--- config.mk ---
export PLATFORM = sky130hd
export DESIGN_NAME = uart_tx_cfg
export DESIGN_NICKNAME = d
export VERILOG_FILES = /design/src/rtl/uart_tx_cfg.sv
export SDC_FILE = /design/constraint.sdc
export NUM_CORES = 1
export LEC_CHECK = 0
export ABC_AREA = 1
export CAP_MARGIN = 20
export CORE_UTILIZATION = 41
export DETAILED_ROUTE_END_ITERATION = 6
export PLACE_DENSITY = 0.57
export SYNTH_ARGS = -nofsm -noshare
export SYNTH_HDL_FRONTEND = slang
export SYNTH_SLANG_ARGS = --single-unit
export TNS_END_PERCENT = 10
--- constraint.sdc ---
create_clock -name clk_50Mhz -period 3.4 [get_ports clk_50Mhz]
set_input_delay 0.85 -clock clk_50Mhz [delete_from_list [all_inputs] [get_ports clk_50Mhz]]
set_output_delay 0.85 -clock clk_50Mhz [all_outputs]
set_load 0.02 [all_outputs]
--- src/rtl/uart_tx_cfg.sv ---
// Configurable UART transmitter: DBITS data bits, OSR ticks per bit,
// per-frame parity / stop-bit selection latched with the data word,
// a one-entry holding buffer for back-to-back frames, and line break.
module uart_tx_cfg #(
  parameter int DBITS = 8,
  parameter int OSR   = 16
) (
  input  logic             clk_50Mhz,
  input  logic             rst,
  input  logic             tick,
  input  logic             din_valid,
  output logic             din_ready,
  input  logic [DBITS-1:0] din,
  input  logic [1:0]       parity_mode,
  input  logic             two_stop,
  input  logic             brk,
  output logic             tx,
  output logic             tx_busy,
  output logic             frame_done
);

  localparam int CW = (OSR > 1) ? $clog2(OSR) : 1;
  localparam int BW = $clog2(DBITS);
  localparam logic [CW-1:0] CNT_LAST = CW'(OSR - 1);
  localparam logic [BW-1:0] BIT_LAST = BW'(DBITS - 1);

  typedef enum logic [2:0] {
    S_IDLE, S_START, S_DATA, S_PARITY, S_STOP, S_BREAK
  } state_t;

  state_t             r_state, w_state_nxt;
  logic [CW-1:0]      r_cnt, w_cnt_nxt;
  logic [BW-1:0]      r_bit, w_bit_nxt;
  logic [DBITS-1:0]   r_shift, w_shift_nxt;
  logic               r_par_en, r_par_bit, r_two;
  logic               r_tx, w_tx_nxt;
  logic               r_frame_done;

  // holding buffer entry
  logic               r_buf_full, w_buf_full_nxt;
  logic [DBITS-1:0]   r_buf_data;
  logic [1:0]         r_buf_pm;
  logic               r_buf_two;
  logic               r_din_ready;

  logic w_hs, w_bit_end, w_stop_end, w_load;

  assign w_hs       = din_valid && r_din_ready;
  assign w_bit_end  = tick && (r_cnt == CNT_LAST);
  // r_bit counts stop bits while in STOP
  assign w_stop_end = (r_state == S_STOP) && w_bit_end && (r_bit == BW'(r_two));
  // brk only blocks a load from IDLE; a load at end of STOP ignores it
  assign w_load     = r_buf_full && (((r_state == S_IDLE) && !brk) || w_stop_end);
  assign w_buf_full_nxt = w_load ? 1'b0 : (w_hs ? 1'b1 : r_buf_full);

  assign din_ready  = r_din_ready;
  assign tx         = r_tx;
  assign frame_done = r_frame_done;
  assign tx_busy    = (r_state != S_IDLE) || r_buf_full;

  // next-state, counters and shift register; a load overrides everything
  always_comb begin
    w_state_nxt = r_state;
    w_cnt_nxt   = r_cnt;
    w_bit_nxt   = r_bit;
    w_shift_nxt = r_shift;
    if (tick) w_cnt_nxt = w_bit_end ? '0 : r_cnt + 1'b1;
    case (r_state)
      S_IDLE: begin
        w_cnt_nxt = '0;
        if (brk) w_state_nxt = S_BREAK;
      end
      S_START: begin
        if (w_bit_end) begin
          w_state_nxt = S_DATA;
          w_bit_nxt   = '0;
        end
      end
      S_DATA: begin
        if (w_bit_end) begin
          w_shift_nxt = r_shift >> 1;
          if (r_bit == BIT_LAST) begin
            w_bit_nxt   = '0;
            w_state_nxt = r_par_en ? S_PARITY : S_STOP;
          end else begin
            w_bit_nxt = r_bit + 1'b1;
          end
        end
      end
      S_PARITY: begin
        if (w_bit_end) begin
          w_state_nxt = S_STOP;
          w_bit_nxt   = '0;
        end
      end
      S_STOP: begin
        if (w_stop_end)     w_state_nxt = S_IDLE;
        else if (w_bit_end) w_bit_nxt   = r_bit + 1'b1;
      end
      S_BREAK: begin
        w_cnt_nxt = '0;
        if (!brk) w_state_nxt = S_IDLE;
      end
      default: w_state_nxt = S_IDLE;
    endcase
    if (w_load) begin
      w_state_nxt = S_START;
      w_cnt_nxt   = '0;
      w_bit_nxt   = '0;
      w_shift_nxt = r_buf_data;
    end
  end

  // line level follows the state being entered so tx is registered with it
  always_comb begin
    w_tx_nxt = 1'b1;
    case (w_state_nxt)
      S_START, S_BREAK: w_tx_nxt = 1'b0;
      S_DATA:           w_tx_nxt = w_shift_nxt[0];
      S_PARITY:         w_tx_nxt = r_par_bit;
      default:          w_tx_nxt = 1'b1;
    endcase
  end

  // engine registers and per-frame configuration captured at load
  always_ff @(posedge clk_50Mhz) begin
    if (rst) begin
      r_state      <= S_IDLE;
      r_cnt        <= '0;
      r_bit        <= '0;
      r_shift      <= '0;
      r_par_en     <= 1'b0;
      r_par_bit    <= 1'b0;
      r_two        <= 1'b0;
      r_tx         <= 1'b1;
      r_frame_done <= 1'b0;
    end else begin
      r_state      <= w_state_nxt;
      r_cnt        <= w_cnt_nxt;
      r_bit        <= w_bit_nxt;
      r_shift      <= w_shift_nxt;
      r_tx         <= w_tx_nxt;
      r_frame_done <= w_stop_end;
      if (w_load) begin
        r_par_en  <= (r_buf_pm == 2'b01) || (r_buf_pm == 2'b10);
        r_par_bit <= (^r_buf_data) ^ (r_buf_pm == 2'b10);
        r_two     <= r_buf_two;
      end
    end
  end

  // holding buffer: word, parity mode and stop count travel as one entry
  always_ff @(posedge clk_50Mhz) begin
    if (rst) begin
      r_buf_full  <= 1'b0;
      r_buf_data  <= '0;
      r_buf_pm    <= 2'b00;
      r_buf_two   <= 1'b0;
      r_din_ready <= 1'b1;
    end else begin
      r_buf_full  <= w_buf_full_nxt;
      r_din_ready <= !w_buf_full_nxt;
      if (w_hs) begin
        r_buf_data <= din;
        r_buf_pm   <= parity_mode;
        r_buf_two  <= two_stop;
      end
    end
  end

endmodule

==> results of run 1 <==
-- kinds of logic (layout without fill, tap and decap cells) --
group / count (synthesis) / after routing / synth area share (%)
simple gates: 144 / 144 / 35.44
xor+xnor: 3 / 3 / 1.510
flops: 36 / 36 / 41.41
buf+inv: 31 / 53 / 7.476
compound gates: 34 / 34 / 10.71
fa+ha+maj: 4 / 4 / 2.876
mux: 1 / 1 / 0.5751
-- flip-flops by register name (all words and copies together), names as in the netlist, 2 cells and up --
name and count:
r_cnt 4, r_bit 3, r_state 3, r_buf_data 8, r_shift 8, r_buf_pm 2
-- metrics by stage --
stage | hold slack, ns | instances | area, um2 | util, %
finish | 0.4676 | 325 | 2058 | 51.09
global route | 0.4885 | 325 | 2058 | 51.09
CTS | 0.4603 | 325 | 2058 | 51.09
detailed placement | 0.4495 | 317 | 1968 | 48.85
global placement | 0.4469 | 317 | 1968 | 48.85
floorplan | 0.4206 | 253 | 1740 | -
-- critical path, stage by stage, from the launching register on --
cell and delay, ns:
dfxtp_1 0.35, nor2_1 0.14, inv_1 0.08, nor2_1 0.15, nand2_1 0.09, clkdlybuf4s50_1 0.54
-- cell type report --
class,instances,area [um2],area share [%]
clock buffer,8,90.09,4.377
timing repair buffer,21,205.2,9.970
tap,50,62.56,3.040
sequential,36,720.7,35.02
multi-input combinational,186,889.6,43.22
inverter,24,90.09,4.377
-- cells in the final DEF, fill, tap and decap left out --
cell	count
nand2_1	61
nor2_1	47
dfxtp_1	36
inv_1	23
clkdlybuf4s50_1	19
o21ai_0	17
nand3_1	17
a21oi_1	12
nand2_2	6
clkbuf_8	6
ha_1	4
nand4_1	3
nor3_1	3
nor2_2	2
o211ai_1	2
xor2_1	2
clkbuf_1	2
buf_4	2
clkinv_1	1
nand3_2	1
nand4_2	1
a21oi_2	1
nand3b_1	1
mux2i_1	1
a41oi_1	1
or2_0	1
or2_2	1
xnor2_1	1
o41ai_1	1
-- final timing paths --
kind	cells past startpoint	startpoint	slack, ns	to
worst min register to register	2	r_par_bit$_SDFFE_PP0P_	0.47	tx$_SDFF_PP1_
worst max register to register	8	r_cnt[1]$_SDFFE_PP0P_	1.61	r_par_en$_SDFFE_PP0P_
worst max-delay path	5	r_state[1]$_SDFF_PP0_	0.92	tx_busy
worst min-delay path	2	r_par_bit$_SDFFE_PP0P_	0.47	tx$_SDFF_PP1_
-- layer usage --
metal / GRT usage (%) / wire length, um / vias up
li1: - / - / 847
met2: 29.38 / 1640 / 25
met4: 5.851 / 26 / 0
met3: 5.068 / 129 / 4
met5: 0 / 0 / -
met1: 19.88 / 1640 / 678
-- where the power goes --
part | total, W | internal (W) | leakage (nW) | switching, W
Sequential | 0.000472 | 0.000450 | 0.295 | 0.0000220
Combinational | 0.000163 | 0.0000688 | 0.585 | 0.0000944
Clock | 0.000305 | 0.000165 | 0.0455 | 0.000139
Total | 0.000940 | 0.000684 | 0.925 | 0.000256
==> flow_summary.toml, run 1 <==
[run_status]
status = "finished clean"

[global_route]
antenna_found_initial = 0
grt_pass1_vias = 1390
grt_pass1_wl_um = 5733
grt_usage_pct = 17.02
overflow = 0
grt_max_degree = 23

[logic_synthesis]
netlist_area_um2 = 1740
synth_edf_count = 0
synth-seq-cells = 36
synth_common_cells = "61 x nand2_1, 47 x nor2_1, 36 x dfxtp_1"
syn_inst = 253
yosysWarnings = 0
synth_nets = 273
synth.distinct_cells = 30
ys_top_cells_by_area = "dfxtp_1 41%, nand2_1 13%, nor2_1 10%"
async_flop_share_pct = 0
yosysSeqAreaShare_pct = 41.41
synth_most_common_cell = "nand2_1"
yosys.area.top_type = "dfxtp_1"
synth_top_area_share_pct = 41.41
syn_avg_cell_area_um2 = 6.879
ys.flop_type = "dfxtp_1"

[timing]
slew_violations = 0
hold_viol_final = 0
max_slew_margin_pct = 59.55
finalSetupTns_ns = 0
worst_pin_slew_ns = 0.6060
setup-violations-final = 0
grt_setup_unrepaired = "no"
period_share_pct = 72.92
min_period_ns = 2.479
fin_worst_skew_ns = 0.004097
max_clock_freq_mhz = 403.4
fin_ws_ns = 0.9209

[power]
leakagePower_nw = 0.9252
power_density_nw_per_um2 = 456.5
max-vdd-ir-drop_mv = 0.2527
p_total_w = 0.0009397

[critical_path]
critPathRequiredTime_ns = 2.55
worst-path-max-fanout = 5
startpoint_type = "flop"
cp_data_arrival_time_ns = 1.63
path_class = "reg -> out"
worst_setup_path_end_kind = "output pin"

[floorplan]
ios = 20
core_um2 = 4029
die_w_um = 67.16
rows = 23
dieArea_um2 = 4510
fp.dieH_um = 67.16
initial_core_util_pct = 43.20

[clock_tree]
cts_max_level = 2
root_buffer = "clkbuf_8"
ctsHoldBuffers = 0
worstSkewPairLatency_ns = 0.28
cts_buffers = 5
cts_resized = 0
clk_path_buf_depth = 2
cts.clk_slew.worst_paths_ns = 0.07
cts_tree = "yes"
post-cts-setup-buffers = 0
cts.sinks = 36

[cells_and_area]
nets = 294
areaGrowthSynthToFinish_pct = 18.26
n_antenna_cell = 0
n_fill_cell = 435
final_layout_size_suffix_gt1_share_pct = 7.273

[run]
maxCapViolations = 0

[hold_path]
hold_path_class = "reg -> reg"

[place]
pre_cts_ws_ns = 0.7204
hpwl_um = 2578
port_buffers = 19
place.gp.congestion = 0.7936

[route]
finalWirelength_um = 3436
antenna_left = 0
drt-initial-drc-count = 67
viasPerCell = 4.782
drc = 0
vias = 1554
post_drt_wl_per_cell_um = 10.57
dr.pass1.iters = 4
Power figures use the tool's default switching activity.
==> run 2, diff against run 1 <==
PLACE_DENSITY = 0.6   (was 0.57)
clock period = 2.2 ns   (was 3.4 ns; I/O delays follow)
==> run 2 against run 1 <==
Hold slack worse by 0.010 ns. Combinational power increased by 60%. Die area unchanged. Core utilization rose by 1.6 points. Final area grew 3.1%. Cell count rose by 2.2%. Sequential share of layout area shrank 1.1 points. Via count rose by 3.1%. Critical endpoint unchanged. Largest power group unchanged.
==> flow_summary.toml, run 2 (synthesized netlist as in run 1, its figures left out) <==
[floorplan]
ios = 20
rows = 23
core_um2 = 4029
die_w_um = 67.16
dieArea_um2 = 4510
initial_core_util_pct = 43.20
fp.dieH_um = 67.16

[timing]
hold_viol_final = 0
fin_worst_skew_ns = 0.007764
max_clock_freq_mhz = 511.0
grt_setup_unrepaired = "no"
min_period_ns = 1.957
finalSetupTns_ns = 0
setup-violations-final = 0
slew_violations = 0
worst_pin_slew_ns = 0.3009
max_slew_margin_pct = 79.92
period_share_pct = 88.96

[critical_path]
path_class = "reg -> out"
critPathRequiredTime_ns = 1.65
worst-path-max-fanout = 5
startpoint_type = "flop"
worst_setup_path_end_kind = "output pin"
cp_data_arrival_time_ns = 1.41

[route]
post_drt_wl_per_cell_um = 10.81
drc = 0
vias = 1602
finalWirelength_um = 3590
viasPerCell = 4.825
antenna_left = 0
drt-initial-drc-count = 71
dr.pass1.iters = 4

[global_route]
grt_usage_pct = 18.95
antenna_found_initial = 0
grt_pass1_vias = 1379
grt_pass1_wl_um = 6306
grt_max_degree = 14
overflow = 0

[run_status]
status = "finished clean"

[cells_and_area]
nets = 301
final_layout_size_suffix_gt1_share_pct = 9.574
final_cell_mix = "61 x nand2_1, 47 x nor2_1, 36 x dfxtp_1, 23 x inv_1, 18 x clkdlybuf4s50_1"
top_regs = "r_buf_data (8), r_shift (8), r_cnt (4)"
n_fill_cell = 416
areaGrowthSynthToFinish_pct = 21.93
n_antenna_cell = 0
layout_commonest_cell = "nand2_1"

[clock_tree]
clk_path_buf_depth = 2
cts_tree = "yes"
cts.sinks = 36
cts_max_level = 2
root_buffer = "clkbuf_8"
ctsHoldBuffers = 0
worstSkewPairLatency_ns = 0.29
post-cts-setup-buffers = 0
cts_buffers = 5
cts_resized = 1
cts.clk_slew.worst_paths_ns = 0.07

[power]
p_total_w = 0.001475
power_density_nw_per_um2 = 695.0
max-vdd-ir-drop_mv = 0.3564
leakagePower_nw = 0.9647

[place]
port_buffers = 19
hpwl_um = 2714
place.gp.congestion = 0.8113

[run]
maxCapViolations = 0

[hold_path]
hold_path_class = "reg -> reg"
run 2: critical path, cell delays in order, from the launching register on:
cell	delay [ns]
dfxtp_1	0.35
nor2_1	0.14
inv_1	0.08
nor2_1	0.15
nand2_1	0.07
dlygate4sd2_1	0.32
run 2: final cells by class:
type	count	area [um2]	share of cell area (%)
clock buffer	8	90.09	4.245
inverter	24	90.09	4.245
multi-input combinational	186	889.6	41.92
sequential	36	720.7	33.96
tap	50	62.56	2.948
timing repair buffer	28	269.0	12.68
run 2: metrics by stage:
stage	hold slack, ns	util, %	setup slack, ns	area (um2)	std cells
after floorplan	0.4206	-	0.7477	1740	253
after global placement	0.4524	50.47	0.1195	2033	324
after detailed placement	0.4538	50.47	0.09338	2033	324
after CTS	0.4630	52.67	0.2221	2122	332
after global routing	0.4954	52.67	0.1018	2122	332
final	0.4573	52.67	0.2430	2122	332
run 2: worst paths after layout:
check                                              start                        to  slack [ns]  cells after the start
worst max-delay path               r_state[1]$_SDFF_PP0_                   tx_busy        0.24                      5
worst min-delay path            r_buf_pm[0]$_SDFFE_PP0P_  r_buf_pm[0]$_SDFFE_PP0P_        0.46                      2
worst min register to register  r_buf_pm[0]$_SDFFE_PP0P_  r_buf_pm[0]$_SDFFE_PP0P_        0.46                      2
worst max register to register     r_cnt[0]$_SDFFE_PP0P_             tx$_SDFF_PP1_        0.59                     11
run 2: power breakdown:
| part | total [W] | switching [W] | internal (W) | leakage [nW] |
|---|---|---|---|---|
| sequential | 0.000729 | 0.0000339 | 0.000695 | 0.295 |
| clock | 0.000485 | 0.000230 | 0.000255 | 0.0455 |
| combinational | 0.000261 | 0.000148 | 0.000113 | 0.624 |
| total | 0.00147 | 0.000412 | 0.00106 | 0.965 |
run 2: per-layer routing:
layer / vias to the layer above / global-route usage, % / wire length, um
met5: - / 0 / 0
met1: 697 / 26.56 / 1777
met4: 0 / 8.245 / 63
li1: 865 / - / -
met3: 5 / 5.574 / 149
met2: 35 / 26.63 / 1600
